### src/rtl/if_pkg.sv
`default_nettype none
// ============================================================================
//  Module      : if_pkg
//  Description : Shared types and constants for the instruction prefetch unit
//                (fetch entry record, prefetch control state).
//  Revision    : 1.0 - initial release
// ============================================================================
package if_pkg;

    localparam int              XLEN             = 32;
    localparam int              INSTR_BYTES      = 4;
    localparam logic [XLEN-1:0] RESET_PC_DEFAULT = 32'h8000_0000;

    // One buffered instruction together with the address it was fetched from
    typedef struct packed {
        logic [XLEN-1:0] pc;
        logic [XLEN-1:0] instr;
    } fetch_entry_t;

    // RUN: responses are pushed; FLUSH: stale responses are being dropped
    typedef enum logic [0:0] {
        RUN   = 1'b0,
        FLUSH = 1'b1
    } fetch_state_t;

endpackage
`default_nettype wire

### src/rtl/fetch_fifo.sv
`default_nettype none
// ============================================================================
//  Module      : fetch_fifo
//  Description : Small synchronous FIFO of fetch entries. Head is read straight
//                from registered storage; clear overrides push and pop.
//  Revision    : 1.0 - initial release
// ============================================================================
module fetch_fifo
    import if_pkg::*;
#(
    parameter int DEPTH = 4
) (
    input  logic                         clk,
    input  logic                         rst,
    input  logic                         push_i,
    input  logic                         pop_i,
    input  logic                         clear_i,
    input  fetch_entry_t                 data_i,
    output fetch_entry_t                 head_o,
    output logic                         full_o,
    output logic                         empty_o,
    output logic [$clog2(DEPTH+1)-1:0]   count_o
);

    localparam int AW = $clog2(DEPTH);
    localparam int CW = $clog2(DEPTH+1);

    fetch_entry_t    mem_q [DEPTH];
    logic [AW-1:0]   wr_ptr_q;
    logic [AW-1:0]   rd_ptr_q;
    logic [CW-1:0]   count_q;
    logic            do_push;
    logic            do_pop;

    assign full_o  = (count_q == CW'(DEPTH));
    assign empty_o = (count_q == '0);
    assign count_o = count_q;
    assign head_o  = mem_q[rd_ptr_q];

    // A full FIFO still accepts a write when the head leaves in the same cycle
    assign do_pop  = pop_i && !empty_o;
    assign do_push = push_i && (!full_o || do_pop);

    // Pointer and occupancy bookkeeping
    always_ff @(posedge clk or negedge rst) begin
        if (!rst) begin
            wr_ptr_q <= '0;
            rd_ptr_q <= '0;
            count_q  <= '0;
        end else if (clear_i) begin
            wr_ptr_q <= '0;
            rd_ptr_q <= '0;
            count_q  <= '0;
        end else begin
            if (do_push) begin
                wr_ptr_q <= wr_ptr_q + AW'(1);
            end
            if (do_pop) begin
                rd_ptr_q <= rd_ptr_q + AW'(1);
            end
            if (do_push && !do_pop) begin
                count_q <= count_q + CW'(1);
            end else if (do_pop && !do_push) begin
                count_q <= count_q - CW'(1);
            end
        end
    end

    // Entry storage, zeroed at reset so the head reads as zero out of reset
    always_ff @(posedge clk or negedge rst) begin
        if (!rst) begin
            for (int i = 0; i < DEPTH; i++) begin
                mem_q[i] <= '0;
            end
        end else if (do_push && !clear_i) begin
            mem_q[wr_ptr_q] <= data_i;
        end
    end

endmodule
`default_nettype wire

### src/rtl/if_prefetch.sv
`default_nettype none
// ============================================================================
//  Module      : if_prefetch
//  Description : Instruction prefetch unit. Issues in-order word fetches under
//                a credit limit, buffers responses with their PCs and streams
//                them to IF_ID. EX redirects flush the buffer and discard the
//                responses of requests already in flight.
//  Revision    : 1.0 - initial release
// ============================================================================
module if_prefetch
    import if_pkg::*;
#(
    parameter int              DEPTH    = 4,
    parameter logic [XLEN-1:0] RESET_PC = RESET_PC_DEFAULT
) (
    input  logic            clk,
    input  logic            rst,
    input  logic            redirect_valid,
    input  logic [XLEN-1:0] redirect_pc,
    output logic            imem_req_valid,
    output logic [XLEN-1:0] imem_req_addr,
    input  logic            imem_req_ready,
    input  logic            imem_rsp_valid,
    input  logic [XLEN-1:0] imem_rsp_data,
    output logic            out_valid,
    output logic [XLEN-1:0] out_pc,
    output logic [XLEN-1:0] out_instr,
    input  logic            out_stall
);

    localparam int              CW      = $clog2(DEPTH+1);
    localparam logic [CW:0]     CAP     = (CW+1)'(DEPTH);
    localparam logic [XLEN-1:0] PC_STEP = XLEN'(INSTR_BYTES);

    fetch_state_t    state_q, state_d;
    logic [XLEN-1:0] fetch_pc_q, fetch_pc_d;
    logic [XLEN-1:0] rsp_pc_q, rsp_pc_d;
    logic [CW-1:0]   outstanding_q, outstanding_d;
    logic [CW-1:0]   drop_cnt_q, drop_cnt_d;

    logic [CW-1:0]   fifo_count;
    logic            fifo_full;
    logic            fifo_empty;
    logic [CW:0]     committed;
    logic            credit;
    logic            req_fire;
    logic            rsp_take;
    logic            push;
    logic            pop;
    fetch_entry_t    push_entry;
    fetch_entry_t    head_entry;

    // Every in-flight request must have a FIFO slot reserved for its response
    assign committed      = {1'b0, outstanding_q} + {1'b0, fifo_count};
    assign credit         = (committed < CAP);
    assign imem_req_valid = rst && credit && !redirect_valid;
    assign imem_req_addr  = fetch_pc_q;
    assign req_fire       = imem_req_valid && imem_req_ready;

    // A response with nothing outstanding is a protocol error and is ignored
    assign rsp_take   = imem_rsp_valid && (outstanding_q != '0);
    assign push       = rsp_take && !redirect_valid && (state_q == RUN);
    assign pop        = !fifo_empty && !out_stall && !redirect_valid;
    assign push_entry = '{pc: rsp_pc_q, instr: imem_rsp_data};

    assign out_valid = !fifo_empty;
    assign out_pc    = head_entry.pc;
    assign out_instr = head_entry.instr;

    // Next-state for fetch/response PCs, request accounting and flush control
    always_comb begin
        state_d       = state_q;
        fetch_pc_d    = fetch_pc_q;
        rsp_pc_d      = rsp_pc_q;
        outstanding_d = outstanding_q;
        drop_cnt_d    = drop_cnt_q;
        if (redirect_valid) begin
            // Everything still in flight is stale; the response arriving now is dropped
            fetch_pc_d    = redirect_pc;
            rsp_pc_d      = redirect_pc;
            outstanding_d = outstanding_q - CW'(rsp_take);
            drop_cnt_d    = outstanding_q - CW'(rsp_take);
            state_d       = (drop_cnt_d != '0) ? FLUSH : RUN;
        end else begin
            if (req_fire) begin
                fetch_pc_d = fetch_pc_q + PC_STEP;
            end
            outstanding_d = outstanding_q + CW'(req_fire) - CW'(rsp_take);
            if (rsp_take) begin
                if (state_q == RUN) begin
                    rsp_pc_d = rsp_pc_q + PC_STEP;
                end else begin
                    drop_cnt_d = drop_cnt_q - CW'(1);
                    if (drop_cnt_q == CW'(1)) begin
                        state_d = RUN;
                    end
                end
            end
        end
    end

    // Control state registers
    always_ff @(posedge clk or negedge rst) begin
        if (!rst) begin
            state_q       <= RUN;
            fetch_pc_q    <= RESET_PC;
            rsp_pc_q      <= RESET_PC;
            outstanding_q <= '0;
            drop_cnt_q    <= '0;
        end else begin
            state_q       <= state_d;
            fetch_pc_q    <= fetch_pc_d;
            rsp_pc_q      <= rsp_pc_d;
            outstanding_q <= outstanding_d;
            drop_cnt_q    <= drop_cnt_d;
        end
    end

    fetch_fifo #(
        .DEPTH (DEPTH)
    ) u_fifo (
        .clk     (clk),
        .rst     (rst),
        .push_i  (push),
        .pop_i   (pop),
        .clear_i (redirect_valid),
        .data_i  (push_entry),
        .head_o  (head_entry),
        .full_o  (fifo_full),
        .empty_o (fifo_empty),
        .count_o (fifo_count)
    );

    // The credit limit must make a push into a full buffer impossible
    a_no_overflow: assert property (@(posedge clk) disable iff (!rst)
        !(push && fifo_full && !pop));

endmodule
`default_nettype wire

### config.mk
export PLATFORM = sky130hd
export DESIGN_NAME = if_prefetch
export DESIGN_NICKNAME = d
export VERILOG_FILES = /design/src/rtl/if_pkg.sv /design/src/rtl/fetch_fifo.sv /design/src/rtl/if_prefetch.sv
export SDC_FILE = /design/constraint.sdc
export NUM_CORES = 1
export LEC_CHECK = 0
export ABC_AREA = 1
export BUFFER_PORTS_ARGS = -buffer_cell sky130_fd_sc_hd__buf_2
export CAP_MARGIN = 10
export CORE_ASPECT_RATIO = 1.75
export CORE_UTILIZATION = 30
export CTS_BUF_LIST = sky130_fd_sc_hd__clkbuf_8
export CTS_CLUSTER_SIZE = 28
export DETAILED_ROUTE_END_ITERATION = 16
export PLACE_DENSITY = 0.46
export SETUP_SLACK_MARGIN = 0.2
export SLEW_MARGIN = 20
export SYNTH_ARGS = -nofsm -noshare
export SYNTH_HDL_FRONTEND = slang
export SYNTH_HIERARCHICAL = 1
export SYNTH_SLANG_ARGS = --single-unit
### constraint.sdc
create_clock -name clk -period 2.6 [get_ports clk]
set_input_delay 0.13 -clock clk [delete_from_list [all_inputs] [get_ports clk]]
set_output_delay 0.13 -clock clk [all_outputs]
set_load 0.01 [all_outputs]
==> impl_metrics.csv, run 1 <==
group,metric,value,unit
floorplanning,die_area,57900,um2
power,p_per_area,888,nW/um2
worst_setup_path,worstSetupPathType,"flip-flop to flip-flop",
clock_tree,clock_latency,0.63,ns
floorplanning,fp.coreArea,56300,um2
power,leakagePower,11.0,nW
clock_tree,cts-root-buf,"clkbuf_8",
hold_path,hold_class,"primary input to flip-flop",
place,port_buffers,167,
yosys,syn_area_per_cell,7.49,um2
yosys,synthCells,2278,
place,gp_congestion,0.945,
flow_run,cap_violations,0,
route,drtIter0Drc,802,
grt,grt_usage,0.204,
worst_setup_path,end_kind,"flip-flop",
hold_path,holdPathStages,5,
yosys,yosysWarnings,6,
worst_setup_path,critPathRequiredTime,3.12,ns
timing,rsz0062_at_grt,"yes",
timing,fmax,0.434,GHz
place,dp.cells,3135,
clock_tree,cts_tree,"built",
timing,min_period,2.31,ns
grt,grt_pass1_vias,16297,
finish,stdcell_count,3315,
floorplanning,die_y,317,um
clock_tree,htreeDepth,2,
timing,finalMaxSlewViolations,0,
place,placed_area,18700,um2
floorplanning,die_w,182,um
finish,syn_to_final_growth,21.9,%
grt,gr-total-overflow,0,
worst_setup_path,crit_fanout,2,
timing,post-route-period-util,0.887,
yosys,syn_nets,2365,
worst_setup_path,rr_worst_depth,11,
timing,tightest_slew,1.01,ns
finish,fin_nets,2593,
place,hpwl,36.4,mm
timing,max_slew_margin,0.328,
route,ant_nets,0,
route,dr.pass1.iters,5,
route,routed_wl,59.1,mm
worst_setup_path,cp-start-kind,"flip-flop",
floorplanning,start_util,0.303,
grt,grt_max_degree,166,
power,max-vdd-ir-drop,0.401,mV
floorplanning,rows,115,
clock_tree,cts_made_buffers,56,
finish,fillers,5976,
power,total_power,0.0185,W
grt,antenna_found_initial,1,
route,vias_per_cell,4.75,
timing,tns,0,ns
timing,skew,0.0282,ns
clock_tree,clock_path_buffers,3,
clock_tree,cts.sinks,334,
route,drc,0,
floorplanning,io_pins,168,
finish,drive_above_1_share,0.139,
finish,stdcell_area,20800,um2
route,post_drt_wl_per_cell,17.8,um
clock_tree,clk_pin_slew_worst_paths,0.06,ns
worst_setup_path,arrival,2.83,ns
yosys,syn_area,17100,um2
route,num_vias,15759,
outcome,status,"finished, final reports clean",
grt,grt_pass1_wl,92.1,mm
timing,setup_viol,0,
timing,hold_viol,0,
==> final cells by class <==
type                            instances  area, um2  share of cell area
Multi-Input combinational cell       1736       7780               0.374
Sequential cell                       334       8370               0.402
Antenna cell                            1       2.50            0.000120
Clock inverter                         32        166             0.00800
Clock buffer                           74       1020              0.0490
Tap cell                              760        951              0.0457
Timing Repair Buffer                  284       2150               0.103
Inverter                               94        370              0.0178
==> through the flow <==
step	worst slack [ns]	hold slack (ns)	util
finish	0.295	0.0557	0.370
global route	0.166	0.0891	0.370
CTS	0.144	0.0366	0.368
detailed placement	0.144	-0.0230	0.333
global placement	0.208	-0.0224	0.333
floorplan	0.0507	-0.166	-
==> critical path, stage by stage, from the launching register on <==
cell	delay [ns]
dfrtp_1	0.41
ha_4	0.24
nand3_1	0.07
nand2_2	0.07
nor3_4	0.21
nand2_2	0.10
ha_4	0.27
inv_2	0.03
ha_4	0.15
fa_2	0.34
and2_1	0.15
o31ai_2	0.17
==> routing by layer <==
layer	wire, um	GRT usage	up-vias
li1	-	-	7660
met1	24300	0.238	7633
met2	30100	0.371	353
met3	2370	0.0284	113
met4	2310	0.0844	0
met5	0	0	-
==> final timing paths <==
path                                  start  slack (ns)            endpoint
setup / recovery           outstanding_q[1]        0.29    outstanding_q[2]
hold / removal                    out_stall        0.06  u_fifo/rd_ptr_q[1]
setup reg to reg           outstanding_q[1]        0.29    outstanding_q[2]
hold reg to reg            u_fifo/mem_q[72]        0.47    u_fifo/mem_q[72]
max in group asynchronous               rst        1.13   u_fifo/mem_q[140]
min in group asynchronous               rst        0.22   u_fifo/mem_q[230]
==> sequential cells by signal, indices dropped and copies added, names as in the netlist <==
register	flops
outstanding_q	3
u_fifo/rd_ptr_q	2
imem_req_addr	32
u_fifo/count_o	3
u_fifo/mem_q	256
u_fifo/wr_ptr_q	2
rsp_pc_q	32
state_q	1
drop_cnt_q	3
==> report_power, final <==
part,switching (W),total (W),internal (W)
Combinational,0.00352,0.00570,0.00218
Clock,0.00228,0.00492,0.00264
Sequential,0.00133,0.00784,0.00651
Total,0.00713,0.0185,0.0113
==> placed cells by master (no fill, tap or decap), types with 4 or more instances in the layout <==
cell / n
a21oi_1: 37
o22ai_1: 56
o21ai_0: 157
dfrtp_1: 330
nor2_2: 5
buf_12: 14
xor2_1: 19
nor3_1: 13
o22ai_2: 9
nand3_1: 52
nor2_1: 235
ha_1: 12
clkbuf_8: 74
inv_1: 111
inv_2: 5
xnor2_1: 5
dlygate4sd3_1: 69
o211ai_1: 9
nor2_8: 4
nand4_4: 4
or2_2: 5
nand2_1: 1069
buf_4: 28
a31oi_1: 8
buf_2: 166
==> what timing repair did <==
item	4_1_cts	5_1_grt
endpoints found under the hold margin	466	0
pin swaps	1	5
buffers inserted	1	1
hold buffers	69	0
gates resized for setup	13	12
cloned	1	1
setup endpoints to repair	46	13
(Power assumes the default switching activity.)
==> run 2, diff against run 1 <==
==> constraint.sdc (replaced) <==
create_clock -name clk -period 2.6 [get_ports clk]
set_input_delay 0.52 -clock clk [delete_from_list [all_inputs] [get_ports clk]]
set_output_delay 0.52 -clock clk [all_outputs]
set_load 0.01 [all_outputs]
==> impl_metrics.csv, run 2 (synthesis gave the netlist of run 1 again) <==
group,metric,value,unit
floorplanning,io_pins,168,
clock_tree,cts_made_buffers,57,
finish,largest_reg_flops,256,
timing,tightest_slew,0.980,ns
power,p_per_area,910,nW/um2
timing,min_period,2.61,ns
route,drc,0,
route,vias_per_cell,4.83,
worst_setup_path,worstPathCellList,"buf_8, bufbuf_16, nor2_1, o22ai_2, buf_2",
power,max-vdd-ir-drop,0.355,mV
grt,grt_pass1_vias,16229,
timing,finalMaxSlewViolations,0,
finish,fillers,5856,
clock_tree,clock_path_buffers,3,
timing,rsz0062_at_grt,"yes",
clock_tree,clock_latency,0.65,ns
worst_setup_path,crit_family,"buffers and inverters",
clock_tree,cts_tree,"built",
finish,regMostFlops,"u_fifo/mem_q",
timing,skew,0.0266,ns
clock_tree,htreeDepth,2,
worst_setup_path,rr_worst_depth,11,
place,hpwl,36.8,mm
grt,grt_max_degree,160,
worst_setup_path,cp-endpoint,"out_instr[12]",
timing,max_slew_margin,0.347,
clock_tree,clk_pin_slew_worst_paths,0.06,ns
flow_run,cap_violations,0,
power,leakagePower,11.2,nW
timing,setup_viol,4,
worst_setup_path,cp.depth,5,
grt,gr-total-overflow,0,
clock_tree,cts-root-buf,"clkbuf_8",
worst_setup_path,r2r_slack,0.30,ns
timing,hold_viol,0,
worst_setup_path,slowest_stage,"dfrtp_4",
grt,grt_usage,0.217,
hold_path,hold_class,"primary input to flip-flop",
worst_setup_path,regToRegEndpoint,"outstanding_q[2]",
route,post_drt_wl_per_cell,19.1,um
route,routed_wl,62.8,mm
place,gp_congestion,0.923,
grt,antenna_found_initial,2,
worst_setup_path,cp-start-kind,"flip-flop",
worst_setup_path,crit_start,"u_fifo/rd_ptr_q[0]",
timing,tns,-0.0279,ns
outcome,violations,"negative setup slack",
worst_setup_path,worstSetupPathType,"flip-flop to primary output",
timing,post-route-period-util,1.01,
floorplanning,fp.coreArea,56300,um2
timing,fmax,0.383,GHz
finish,layout_commonest_cell,"nand2_1",
worst_setup_path,critPathRequiredTime,2.08,ns
floorplanning,rows,115,
route,drtIter0Drc,1024,
floorplanning,start_util,0.303,
worst_setup_path,r2r-start,"u_fifo/count_o[1]",
finish,syn_to_final_growth,25.3,%
finish,mostFrequentLayoutCells,"nand2_1, dfrtp_1, nor2_1",
route,dr.pass1.iters,5,
clock_tree,cts.sinks,334,
floorplanning,die_area,57900,um2
outcome,status,"finished with violations",
finish,fin_util,0.380,
floorplanning,die_y,317,um
worst_setup_path,cp_num_buf_inv,3,
place,port_buffers,167,
route,ant_nets,0,
worst_setup_path,crit_fanout,14,
floorplanning,die_w,182,um
timing,fin_ws,-0.0141,ns
finish,fin_nets,2570,
worst_setup_path,arrival,2.09,ns
worst_setup_path,critPathMaxStageDelay,0.58,ns
route,num_vias,15880,
grt,grt_pass1_wl,95.8,mm
finish,drive_above_1_share,0.181,
worst_setup_path,end_kind,"primary output",
==> run 2: cell count changes in the layout (fill, tap and decap cells not counted), sizes merged <==
| cell | delta |
|---|---|
| dlygate4sd3 | -68 |
| clkbuf | -6 |
| bufbuf | +2 |
| inv | -2 |
| clkinv | +4 |
| buf | +40 |
| bufinv | +3 |
| clkinvlp | -1 |
==> run 2: area by class of cell <==
class | instances | area (um2) | area share
antenna | 1 | 2.50 | 0.000117
tap | 760 | 951 | 0.0445
sequential | 334 | 8370 | 0.391
timing repair inverter | 1 | 8.76 | 0.000410
inverter | 94 | 368 | 0.0172
clock buffer | 67 | 922 | 0.0431
clock inverter | 35 | 246 | 0.0115
timing repair buffer | 259 | 2410 | 0.113
multi-input combinational | 1736 | 8110 | 0.379
==> run 2: stage by stage <==
step / instance area [um2] / worst slack [ns] / hold WS, ns / power [W] / cells
after floorplan: 17100 / 0.0507 / 0.224 / 0.0111 / 2278
after global placement: 18900 / 0.172 / 0.456 / 0.0134 / 3146
after detailed placement: 18900 / 0.192 / 0.460 / 0.0135 / 3146
after CTS: 21000 / -0.0835 / 0.0618 / 0.0194 / 3281
after global routing: 21400 / -0.116 / 0.0905 / 0.0208 / 3287
final: 21400 / -0.0141 / 0.121 / 0.0195 / 3287
==> run 2: worst reg2reg max path, delay by kind of cell (launching register included) <==
kind / cells / cell delay [ns]
and+or+nand+nor: 5 / 0.60
adders and majority gates: 4 / 1.00
buffers and inverters: 1 / 0.04
DFF: 1 / 0.43
AOI/OAI and AO/OA: 1 / 0.16
==> run 2: worst min-delay path by stage <==
stage,startpoint,end,cells past startpoint
after floorplan,rst,drop_cnt_q[0],0
after global placement,u_fifo/mem_q[108],u_fifo/mem_q[108],2
after detailed placement,u_fifo/mem_q[155],u_fifo/mem_q[155],2
after CTS,imem_rsp_data[9],u_fifo/mem_q[73],3
after global routing,imem_rsp_data[13],u_fifo/mem_q[205],3
final,imem_rsp_data[11],u_fifo/mem_q[11],3
==> run 2: per-layer routing <==
metal	global-route usage	wire length [um]	vias to the layer above
met2	0.395	32300	429
li1	-	-	7614
met1	0.246	24800	7705
met4	0.0956	2620	2
met5	0	11	-
met3	0.0369	2970	130
==> run 2: power breakdown <==
part | switching, W | internal (W) | leakage [nW] | total, W
sequential | 0.00136 | 0.00651 | 4.39 | 0.00787
clock | 0.00230 | 0.00272 | 0.692 | 0.00502
combinational | 0.00385 | 0.00272 | 6.10 | 0.00657
total | 0.00751 | 0.0120 | 11.2 | 0.0195
==> run 2: what timing repair did <==
| item | CTS | global route |
|---|---|---|
| setup endpoints to repair | 66 | 67 |
| hold buffers | 1 | 0 |
| resized for setup | 97 | 93 |
| pin swaps | 23 | 27 |
| hold endpoints to repair | 23 | 0 |
| setup buffers | 15 | 3 |
| gates cloned | 17 | 2 |
==> run 3, diff against run 2 <==
- ABC_AREA: 1 -> not set
==> impl_metrics.csv, run 3 <==
group,metric,value,unit
outcome,status,"finished with violations",
outcome,violations,"negative setup slack",
finish,stdcell_area,20600,um2
flow_run,cap_violations,0,
timing,hold_viol,0,
clock_tree,clk_pin_slew_worst_paths,0.07,ns
place,port_buffers,167,
timing,rsz0062_at_grt,"yes",
finish,multi_input_area,7770,um2
worst_setup_path,slowest_stage,"mux4_2",
finish,final-seq-area,8370,um2
clock_tree,htreeDepth,2,
route,num_vias,10323,
timing,fin_ws,-0.0892,ns
grt,antenna_found_initial,1,
grt,grt_pass1_wl,70.4,mm
timing,post-route-period-util,1.03,
finish,layout_commonest_cell,"dfrtp_1",
finish,mostFrequentLayoutCells,"dfrtp_1, mux2_4, buf_2",
worst_setup_path,crit_family,"buffers and inverters",
clock_tree,cts_made_buffers,55,
worst_setup_path,worstSetupPathType,"flip-flop to primary output",
worst_setup_path,arrival,2.17,ns
worst_setup_path,worstPathCellList,"buf_12, buf_12, buf_16, mux4_2, buf_6",
yosys,syn_nets,1206,
clock_tree,clock_latency,0.64,ns
finish,largest_reg_flops,256,
grt,gr-total-overflow,0,
grt,grt_usage,0.160,
grt,grt_pass1_vias,11392,
route,post_drt_wl_per_cell,21.1,um
route,dr.pass1.iters,5,
floorplanning,start_util,0.304,
finish,syn_to_final_growth,22.6,%
place,gp_congestion,0.815,
hold_path,hold_class,"primary input to flip-flop",
clock_tree,clock_path_buffers,3,
yosys,yosysWarnings,6,
grt,grt_max_degree,142,
route,vias_per_cell,4.84,
yosys,synthCells,1119,
worst_setup_path,critPathRequiredTime,2.08,ns
floorplanning,rows,114,
worst_setup_path,rr_worst_depth,11,
timing,tns,-2.08,ns
worst_setup_path,cp_num_buf_inv,4,
finish,drive_above_1_share,0.505,
power,leakagePower,9.39,nW
place,place_ws,-0.0419,ns
route,ant_nets,0,
worst_setup_path,cp.depth,5,
worst_setup_path,critPathMostFrequentCell,"buf_12",
floorplanning,io_pins,168,
floorplanning,die_w,181,um
worst_setup_path,cp-start-kind,"flip-flop",
yosys,syn_area_per_cell,15.0,um2
clock_tree,cts_tree,"built",
power,max-vdd-ir-drop,0.377,mV
power,total_power,0.0156,W
timing,tightest_slew,0.860,ns
timing,finalMaxSlewViolations,0,
finish,fin_nets,1477,
place,placed_area,18800,um2
floorplanning,fp.coreArea,55200,um2
hold_path,holdPathStages,2,
route,routed_wl,45.0,mm
floorplanning,die_y,315,um
place,hpwl,29.6,mm
power,p_per_area,757,nW/um2
worst_setup_path,crit_fanout,9,
timing,max_slew_margin,0.427,
worst_setup_path,end_kind,"primary output",
clock_tree,cts.sinks,334,
timing,min_period,2.69,ns
floorplanning,die_area,56900,um2
route,drtIter0Drc,516,
yosys,syn_area,16800,um2
clock_tree,cts-root-buf,"clkbuf_8",
route,drc,0,
finish,fillers,5347,
timing,skew,0.0347,ns
finish,regMostFlops,"u_fifo/mem_q",
timing,fmax,0.372,GHz
worst_setup_path,critPathMaxStageDelay,0.52,ns
timing,setup_viol,48,
run 3: repair_timing:
item | 4_1_cts | 5_1_grt
pin swaps | 11 | 4
hold endpoints to repair | 24 | 0
resized for setup | 29 | 42
buffers inserted | 18 | 5
cloned | 3 | 2
hold buffers | 1 | 0
setup endpoints to repair | 84 | 85
run 3: worst paths after layout:
check                                   startpoint  slack [ns]                 to
worst max register to register    outstanding_q[2]        0.04   outstanding_q[2]
worst min register to register    u_fifo/mem_q[82]        0.50   u_fifo/mem_q[82]
max in group asynchronous                      rst        0.64   u_fifo/mem_q[19]
worst min-delay path                redirect_valid         0.1  u_fifo/count_o[0]
min in group asynchronous                      rst        0.51  u_fifo/count_o[0]
worst max-delay path            u_fifo/rd_ptr_q[0]       -0.09      out_instr[13]
run 3: area by class of cell:
class	count	area share
sequential	334	0.407
multi-input combinational	696	0.378
timing repair buffer	278	0.109
clock buffer	72	0.0482
tap	696	0.0423
clock inverter	31	0.0113
inverter	25	0.00468
antenna	1	0.000122
run 3: where the power goes:
group	leakage (nW)	switching, W	internal (W)
Sequential	4.44	0.000604	0.00595
Combinational	4.26	0.00167	0.00225
Clock	0.688	0.00231	0.00280
run 3: stage by stage:
| stage | std cells | util | hold WS (ns) |
|---|---|---|---|
| after global placement | 2000 | 0.340 | 0.486 |
| after detailed placement | 2000 | 0.340 | 0.488 |
| final | 2133 | 0.373 | 0.0958 |
| after CTS | 2125 | 0.370 | 0.0197 |
| after floorplan | 1119 | - | 0.224 |
| after global routing | 2133 | 0.373 | 0.0343 |
run 3: layer usage:
layer,vias up,global-route usage,wire length (um)
li1,4673,-,-
met1,5314,0.195,18500
met2,264,0.283,23500
met3,72,0.0283,1870
met4,0,0.0567,1190
met5,-,0,0
